## src/rtl/pixel_cfg_pkg.sv

```systemverilog
// Shared pixel-config definitions: receiver FSM encoding and the default
// stretch parameters agreed with the pulse stretcher on the transmit side.
package pixel_cfg_pkg;

  // Default stretched width; must match the stretcher's setting.
  localparam int unsigned DefaultPulseLength = 3;
  // Shortest pulse treated as real rather than a glitch.
  localparam int unsigned DefaultMinWidth    = 2;
  // Width of the measurement counter.
  localparam int unsigned DefaultCntW        = 8;

  // StArm waits for a known-low input so that a pulse which is already high
  // when reset is released is never measured.
  typedef enum logic [1:0] {
    StArm     = 2'd0,
    StIdle    = 2'd1,
    StMeasure = 2'd2
  } state_e;

endpackage

```

## src/rtl/pulse_width_decoder_if.sv

```systemverilog
// Pulse-in / measurement-out bundle of the pulse width decoder.
// The slave modport is the decoder side; master is the pulse source / consumer.
interface pulse_width_decoder_if #(
  parameter int unsigned CNT_W = pixel_cfg_pkg::DefaultCntW
);

  logic             pulse_in;
  logic             pulse_out;
  logic             width_valid;
  logic [CNT_W-1:0] width_out;
  logic             width_match;
  logic             overflow;
  logic             glitch_out;

  modport master (
    output pulse_in,
    input  pulse_out,
    input  width_valid,
    input  width_out,
    input  width_match,
    input  overflow,
    input  glitch_out
  );

  modport slave (
    input  pulse_in,
    output pulse_out,
    output width_valid,
    output width_out,
    output width_match,
    output overflow,
    output glitch_out
  );

endinterface

```

## src/rtl/sync_2ff.sv

```systemverilog
// Two-flop synchronizer with asynchronous active-high reset to 0.
// Reusable by any pixel-config receiver that samples a foreign-domain level.
module sync_2ff (
  input  logic clk_in,
  input  logic rst,
  input  logic d,
  output logic q
);

  logic meta_q;
  logic sync_q;

  // Two back-to-back flops; the first may go metastable, the second resolves it.
  always_ff @(posedge clk_in or posedge rst) begin
    if (rst) begin
      meta_q <= 1'b0;
      sync_q <= 1'b0;
    end else begin
      meta_q <= d;
      sync_q <= meta_q;
    end
  end

  assign q = sync_q;

endmodule

```

## src/rtl/pulse_width_decoder.sv

```systemverilog
// Pulse width decoder: measures a stretched pulse in clk_in cycles, collapses
// it to a one-cycle strobe, and reports width, match against the expected
// stretch length and counter saturation. Runt pulses raise glitch_out instead.
module pulse_width_decoder
  import pixel_cfg_pkg::*;
#(
  parameter int unsigned PULSE_LENGTH = DefaultPulseLength,
  parameter int unsigned MIN_WIDTH    = DefaultMinWidth,
  parameter int unsigned CNT_W        = DefaultCntW
) (
  input logic                 clk_in,
  input logic                 rst,
  pulse_width_decoder_if.slave bus
);

  localparam logic [CNT_W-1:0] CntMax   = {CNT_W{1'b1}};
  localparam logic [CNT_W-1:0] CntOne   = CNT_W'(1);
  localparam logic [CNT_W-1:0] MinW     = CNT_W'(MIN_WIDTH);
  localparam logic [CNT_W-1:0] PulseLen = CNT_W'(PULSE_LENGTH);

  // Reject parameter sets that cannot be measured consistently.
  if (MIN_WIDTH < 1) begin : gen_bad_min_width
    $error("pulse_width_decoder: MIN_WIDTH must be at least 1");
  end
  if (PULSE_LENGTH < MIN_WIDTH) begin : gen_bad_pulse_length_low
    $error("pulse_width_decoder: PULSE_LENGTH must be >= MIN_WIDTH");
  end
  if (64'(PULSE_LENGTH) > ((64'(1) << CNT_W) - 64'(1))) begin : gen_bad_pulse_length_high
    $error("pulse_width_decoder: PULSE_LENGTH must fit in CNT_W bits");
  end

  logic             s;
  logic [1:0]       prime_q;
  state_e           state_q, state_d;
  logic [CNT_W-1:0] cnt_q, cnt_d;
  logic             sat_q, sat_d;
  logic             pulse_q, pulse_d;
  logic             valid_q, valid_d;
  logic             glitch_q, glitch_d;
  logic [CNT_W-1:0] width_q, width_d;
  logic             match_q, match_d;
  logic             ovf_q, ovf_d;

  sync_2ff u_sync (
    .clk_in (clk_in),
    .rst    (rst),
    .d      (bus.pulse_in),
    .q      (s)
  );

  // Tracks when the synchronizer holds a real sample rather than its reset 0,
  // so that StArm cannot mistake the reset value for a low input.
  always_ff @(posedge clk_in or posedge rst) begin
    if (rst) begin
      prime_q <= 2'b00;
    end else begin
      prime_q <= {prime_q[0], 1'b1};
    end
  end

  // State, counter and output registers.
  always_ff @(posedge clk_in or posedge rst) begin
    if (rst) begin
      state_q  <= StArm;
      cnt_q    <= '0;
      sat_q    <= 1'b0;
      pulse_q  <= 1'b0;
      valid_q  <= 1'b0;
      glitch_q <= 1'b0;
      width_q  <= '0;
      match_q  <= 1'b0;
      ovf_q    <= 1'b0;
    end else begin
      state_q  <= state_d;
      cnt_q    <= cnt_d;
      sat_q    <= sat_d;
      pulse_q  <= pulse_d;
      valid_q  <= valid_d;
      glitch_q <= glitch_d;
      width_q  <= width_d;
      match_q  <= match_d;
      ovf_q    <= ovf_d;
    end
  end

  // Next-state, measurement and strobe generation.
  always_comb begin
    state_d  = state_q;
    cnt_d    = cnt_q;
    sat_d    = sat_q;
    pulse_d  = 1'b0;
    valid_d  = 1'b0;
    glitch_d = 1'b0;
    width_d  = width_q;
    match_d  = match_q;
    ovf_d    = ovf_q;

    unique case (state_q)
      StArm: begin
        if (prime_q[1] && !s) begin
          state_d = StIdle;
        end
      end
      StIdle: begin
        if (s) begin
          state_d = StMeasure;
          cnt_d   = CntOne;
          sat_d   = 1'b0;
        end
      end
      StMeasure: begin
        if (s) begin
          if (cnt_q == CntMax) begin
            sat_d = 1'b1;
          end else begin
            cnt_d = cnt_q + CntOne;
          end
        end else begin
          // Leaving through StIdle lets a 1-cycle low gap separate two pulses.
          state_d = StIdle;
          if (cnt_q >= MinW) begin
            pulse_d = 1'b1;
            valid_d = 1'b1;
            width_d = cnt_q;
            match_d = (cnt_q == PulseLen);
            ovf_d   = sat_q;
          end else begin
            glitch_d = 1'b1;
          end
        end
      end
      default: begin
        state_d = StArm;
      end
    endcase
  end

  assign bus.pulse_out   = pulse_q;
  assign bus.width_valid = valid_q;
  assign bus.glitch_out  = glitch_q;
  assign bus.width_out   = width_q;
  assign bus.width_match = match_q;
  assign bus.overflow    = ovf_q;

endmodule

```

## src/flat_wrapper.sv

```systemverilog
// flat-port wrapper written by rule: the top's interface ports become plain ports
module pulse_width_decoder_flat import pixel_cfg_pkg::*;
#(
  parameter int unsigned PULSE_LENGTH = DefaultPulseLength,
  parameter int unsigned MIN_WIDTH    = DefaultMinWidth,
  parameter int unsigned CNT_W        = DefaultCntW
)
  (clk_in, rst, bus_pulse_in, bus_pulse_out, bus_width_valid, bus_width_out, bus_width_match, bus_overflow, bus_glitch_out);
  pulse_width_decoder_if #(.CNT_W(CNT_W)) bus_i ();
  input logic clk_in;
  input logic rst;
  input wire logic [$bits(bus_i.pulse_in)-1:0] bus_pulse_in;
  output wire logic [$bits(bus_i.pulse_out)-1:0] bus_pulse_out;
  output wire logic [$bits(bus_i.width_valid)-1:0] bus_width_valid;
  output wire logic [$bits(bus_i.width_out)-1:0] bus_width_out;
  output wire logic [$bits(bus_i.width_match)-1:0] bus_width_match;
  output wire logic [$bits(bus_i.overflow)-1:0] bus_overflow;
  output wire logic [$bits(bus_i.glitch_out)-1:0] bus_glitch_out;
  assign bus_i.pulse_in = bus_pulse_in;
  assign bus_pulse_out = bus_i.pulse_out;
  assign bus_width_valid = bus_i.width_valid;
  assign bus_width_out = bus_i.width_out;
  assign bus_width_match = bus_i.width_match;
  assign bus_overflow = bus_i.overflow;
  assign bus_glitch_out = bus_i.glitch_out;
  pulse_width_decoder #(.PULSE_LENGTH(PULSE_LENGTH), .MIN_WIDTH(MIN_WIDTH), .CNT_W(CNT_W)) u_core (.clk_in(clk_in), .rst(rst), .bus(bus_i));
endmodule
```

## config.mk

```make
export PLATFORM = sky130hd
export DESIGN_NAME = pulse_width_decoder_flat
export DESIGN_NICKNAME = d
export VERILOG_FILES = /design/src/rtl/pixel_cfg_pkg.sv /design/src/rtl/pulse_width_decoder_if.sv /design/src/rtl/sync_2ff.sv /design/src/rtl/pulse_width_decoder.sv /design/src/flat_wrapper.sv
export SDC_FILE = /design/constraint.sdc
export NUM_CORES = 1
export LEC_CHECK = 0
export CORE_MARGIN = 1.5
export CORE_UTILIZATION = 41
export CTS_BUF_LIST = sky130_fd_sc_hd__clkbuf_16
export CTS_CLUSTER_DIAMETER = 80
export CTS_CLUSTER_SIZE = 40
export DETAILED_ROUTE_END_ITERATION = 16
export PLACE_DENSITY = 0.68
export SKIP_LAST_GASP = 1
export SLEW_MARGIN = 10
export SYNTH_ARGS = -nofsm -noshare
export SYNTH_HDL_FRONTEND = slang
export SYNTH_SLANG_ARGS = --single-unit
```

## constraint.sdc

```tcl
create_clock -name clk_in -period 2.7 [get_ports clk_in]
set_input_delay 0.27 -clock clk_in [delete_from_list [all_inputs] [get_ports clk_in]]
set_output_delay 0.27 -clock clk_in [all_outputs]
set_load 0.005 [all_outputs]
```

==> flow_metrics.py <==
metrics = {
    "yosys": {
        "syn_inst": 99,
        "async_reset_ff_share_pct": 100,
        "synth_edf_count": 0,
        "ys_types": 37,
        "synth_nets": 104,
        "yosys_warnings": 0,
        "yosysSeqAreaShare_pct": 55.0,
        "synthFlopType": "dfrtp_1",
        "netlist_area_sq_mm": 0.00123,
        "ys_seq_elements": 27,
        "syn_avg_cell_area_sq_um": 12.4,
    },
    "hold_path": {
        "hold_path.class": "register to register",
        "holdCritStartpoint": "u_core.u_sync.meta_q",
    },
    "routing": {
        "antenna_left": 0,
        "vias": 812,
        "viasPerCell": 5.68,
        "drtPass1Iterations": 12,
        "drt-total-wl_um": 2310,
        "wl_per_cell_um": 16.1,
        "drc_errors": 1,
        "first_iter_violations": 21,
    },
    "setup_path": {
        "arrival_ns": 2.20,
        "cpMaxStageDelayCell": "o31a_1",
        "cp.required_ns": 2.85,
        "timing.rr.start": "u_core.state_q[0]",
        "worst-path-buf-inv": 0,
        "max_stage_delay_ns": 0.59,
        "crit_path_start": "u_core.state_q[0]",
        "crit_type": "register to register",
        "critPathTopFamily": "compound AO/OA/AOI/OAI gates",
        "endpoint_kind": "register",
        "cp_max_fo": 11,
        "r2r_setup_slack_ns": 0.65,
        "crit_chain": "nand2b_1 -> nor2_1 -> o31a_1 -> mux2_2",
        "worst_setup_path_start_kind": "register",
    },
    "global_routing": {
        "gr-total-overflow": 0,
        "grt_use_total_pct": 15.0,
        "grt_pass1_wl_um": 3760,
        "grt_pass1_vias": 773,
        "grt_max_degree": 28,
        "antenna_found_initial": 0,
    },
    "pwr": {
        "p_leak_nw": 0.672,
        "power.switching_w": 0.000230,
        "clockPowerShare_pct": 34.7,
        "p_int_w": 0.000714,
        "pwr-share-comb_pct": 14.9,
        "pwr-share-seq_pct": 50.5,
        "p_sw_share_pct": 24.3,
        "vdd_drop_max_uv": 380,
        "powerDensity_mw_per_mm2": 648,
    },
    "cts": {
        "cts_buffers": 3,
        "cts_setup_buffers": 0,
        "cts.clk_slew.worst_paths_ns": 0.06,
        "h-tree-depth": 1,
        "root_buffer": "clkbuf_16",
        "cts.sinks": 27,
        "ctsLongestPathBuffers": 2,
        "clock_latency_ns": 0.26,
        "postCtsHoldBufs": 0,
        "tritoncts": "yes",
        "cts_resized": 0,
    },
    "sta": {
        "drv_slew": 0,
        "rsz0062_at_grt": "no",
        "finalHoldViolCount": 0,
        "tns_ns": 0,
        "holdWs_ns": 0.351,
        "final-setup-viol-count": 0,
        "min_period_ns": 2.05,
        "setup_slack_ns": 0.649,
        "tightestPinTransition_ns": 0.657,
        "skew_ns": 0.00421,
        "clock.fmax_mhz": 488,
        "fin_crit_sh_pct": 75.9,
        "slew_headroom_pct": 56.2,
    },
    "layout": {
        "drive_gt1_share_pct": 15.2,
        "area_delta_synth_final_pct": 18.5,
        "diodes": 0,
        "nets": 118,
    },
    "placement": {
        "io_buffer_count": 15,
        "dp_slack_ns": 0.690,
        "gp_congestion": 0.774,
        "dp_hpwl_um": 1480,
    },
    "floorplan": {
        "fp.dieH_um": 57.7,
        "die_w_um": 57.7,
        "io_pins": 16,
        "core_sq_mm": 0.00281,
        "initial_core_util_pct": 43.8,
        "rows": 19,
        "dieArea_sq_mm": 0.00333,
    },
    "run_status": {
        "failed_checks": "DRC",
        "status": "finished, violations left",
    },
    "job": {
        "drv_cap": 0,
    },
}
-- through the flow --
stage / area [sq um] / instances / total power (W) / utilization [%]
finish: 1460 / 143 / 0.000944 / 51.9
floorplan: 1230 / 99 / 0.000566 / -
global route: 1460 / 143 / 0.000986 / 51.9
global placement: 1380 / 139 / 0.000618 / 49.1
CTS: 1460 / 143 / 0.000949 / 51.9
detailed placement: 1380 / 139 / 0.000620 / 49.1
-- power by group through the flow --
stage	Combinational, W	Sequential (W)	Clock [W]
4_1_cts	0.000141	0.000476	0.000333
5_1_grt	0.000156	0.000481	0.000349
2_1_floorplan	0.0000934	0.000472	0
6_report	0.000140	0.000476	0.000327
3_5_place_dp	0.000138	0.000482	0
3_3_place_gp	0.000136	0.000482	0
-- layout by cell type, fill, tap and decap left out, types with 3 or more instances in the layout --
cell,n
clkbuf_16,3
clkdlybuf4s50_1,15
dfrtp_1,27
inv_1,3
mux2_4,9
nand2_1,4
nand4_1,4
nor2_1,4
o21ai_0,10
o31ai_1,3
-- layer usage --
metal / global-route usage, % / vias up / share of wire (%)
met5: 0 / - / 0
met4: 6.31 / 0 / 1.3
met3: 5.36 / 5 / 5.0
met2: 20.9 / 24 / 47
met1: 21.2 / 403 / 46
li1: - / 380 / -
-- worst paths after layout --
| kind | depth (start not counted) | to |
|---|---|---|
| min in group asynchronous | 3 | u_core.bus.overflow |
| max | 4 | u_core.bus.width_out[6] |
| max in group asynchronous | 3 | u_core.bus.glitch_out |
| min reg2reg | 0 | u_core.u_sync.q |
| max reg2reg | 4 | u_core.bus.width_out[6] |
| min | 0 | u_core.u_sync.q |
-- state kept, by name (all words and copies together), names as in the netlist --
name	count
u_core.u_sync.q	1
u_core.state_q	2
u_core.sat_q	1
u_core.cnt_q	8
u_core.u_sync.meta_q	1
u_core.bus.pulse_out	1
u_core.bus.width_match	1
u_core.bus.width_out	8
u_core.bus.glitch_out	1
u_core.bus.overflow	1
u_core.prime_q	2
-- kinds of logic after synthesis --
family / synth area share [%]
XOR/XNOR: 0.713
adder cells (fa/ha/maj): 2.04
AND/OR/NAND/NOR: 12.8
flip-flops: 55.0
other: 0.305
multiplexers: 12.7
buffers and inverters: 4.48
AO/OA/AOI/OAI: 11.9
-- area by class of cell --
cell class | count | area (sq um)
Timing Repair Buffer | 16 | 158
Multi-Input combinational cell | 63 | 498
Clock inverter | 1 | 3.75
Sequential cell | 27 | 676
Inverter | 2 | 7.51
Fill cell | 250 | 1350
Clock buffer | 3 | 75.1
Tap cell | 31 | 38.8
-- worst register-to-register path: cells and delay by family, from the launching register on --
kind | cells | cell delay, ns
AND/OR/NAND/NOR | 2 | 0.50
multiplexers | 1 | 0.40
flip-flops | 1 | 0.45
AO/OA/AOI/OAI | 1 | 0.59
-- cells in the mapped netlist, types with 3 or more instances --
cell     instances  area (sq um)
o21ai_0         10          50.1
o31ai_1          3          22.5
nand2_1          4          15.0
dfrtp_1         27           676
mux2_4           9           135
nor2_1           4          15.0
nand4_1          4          25.0
Note: power is estimated with default switching activity, not from simulation.
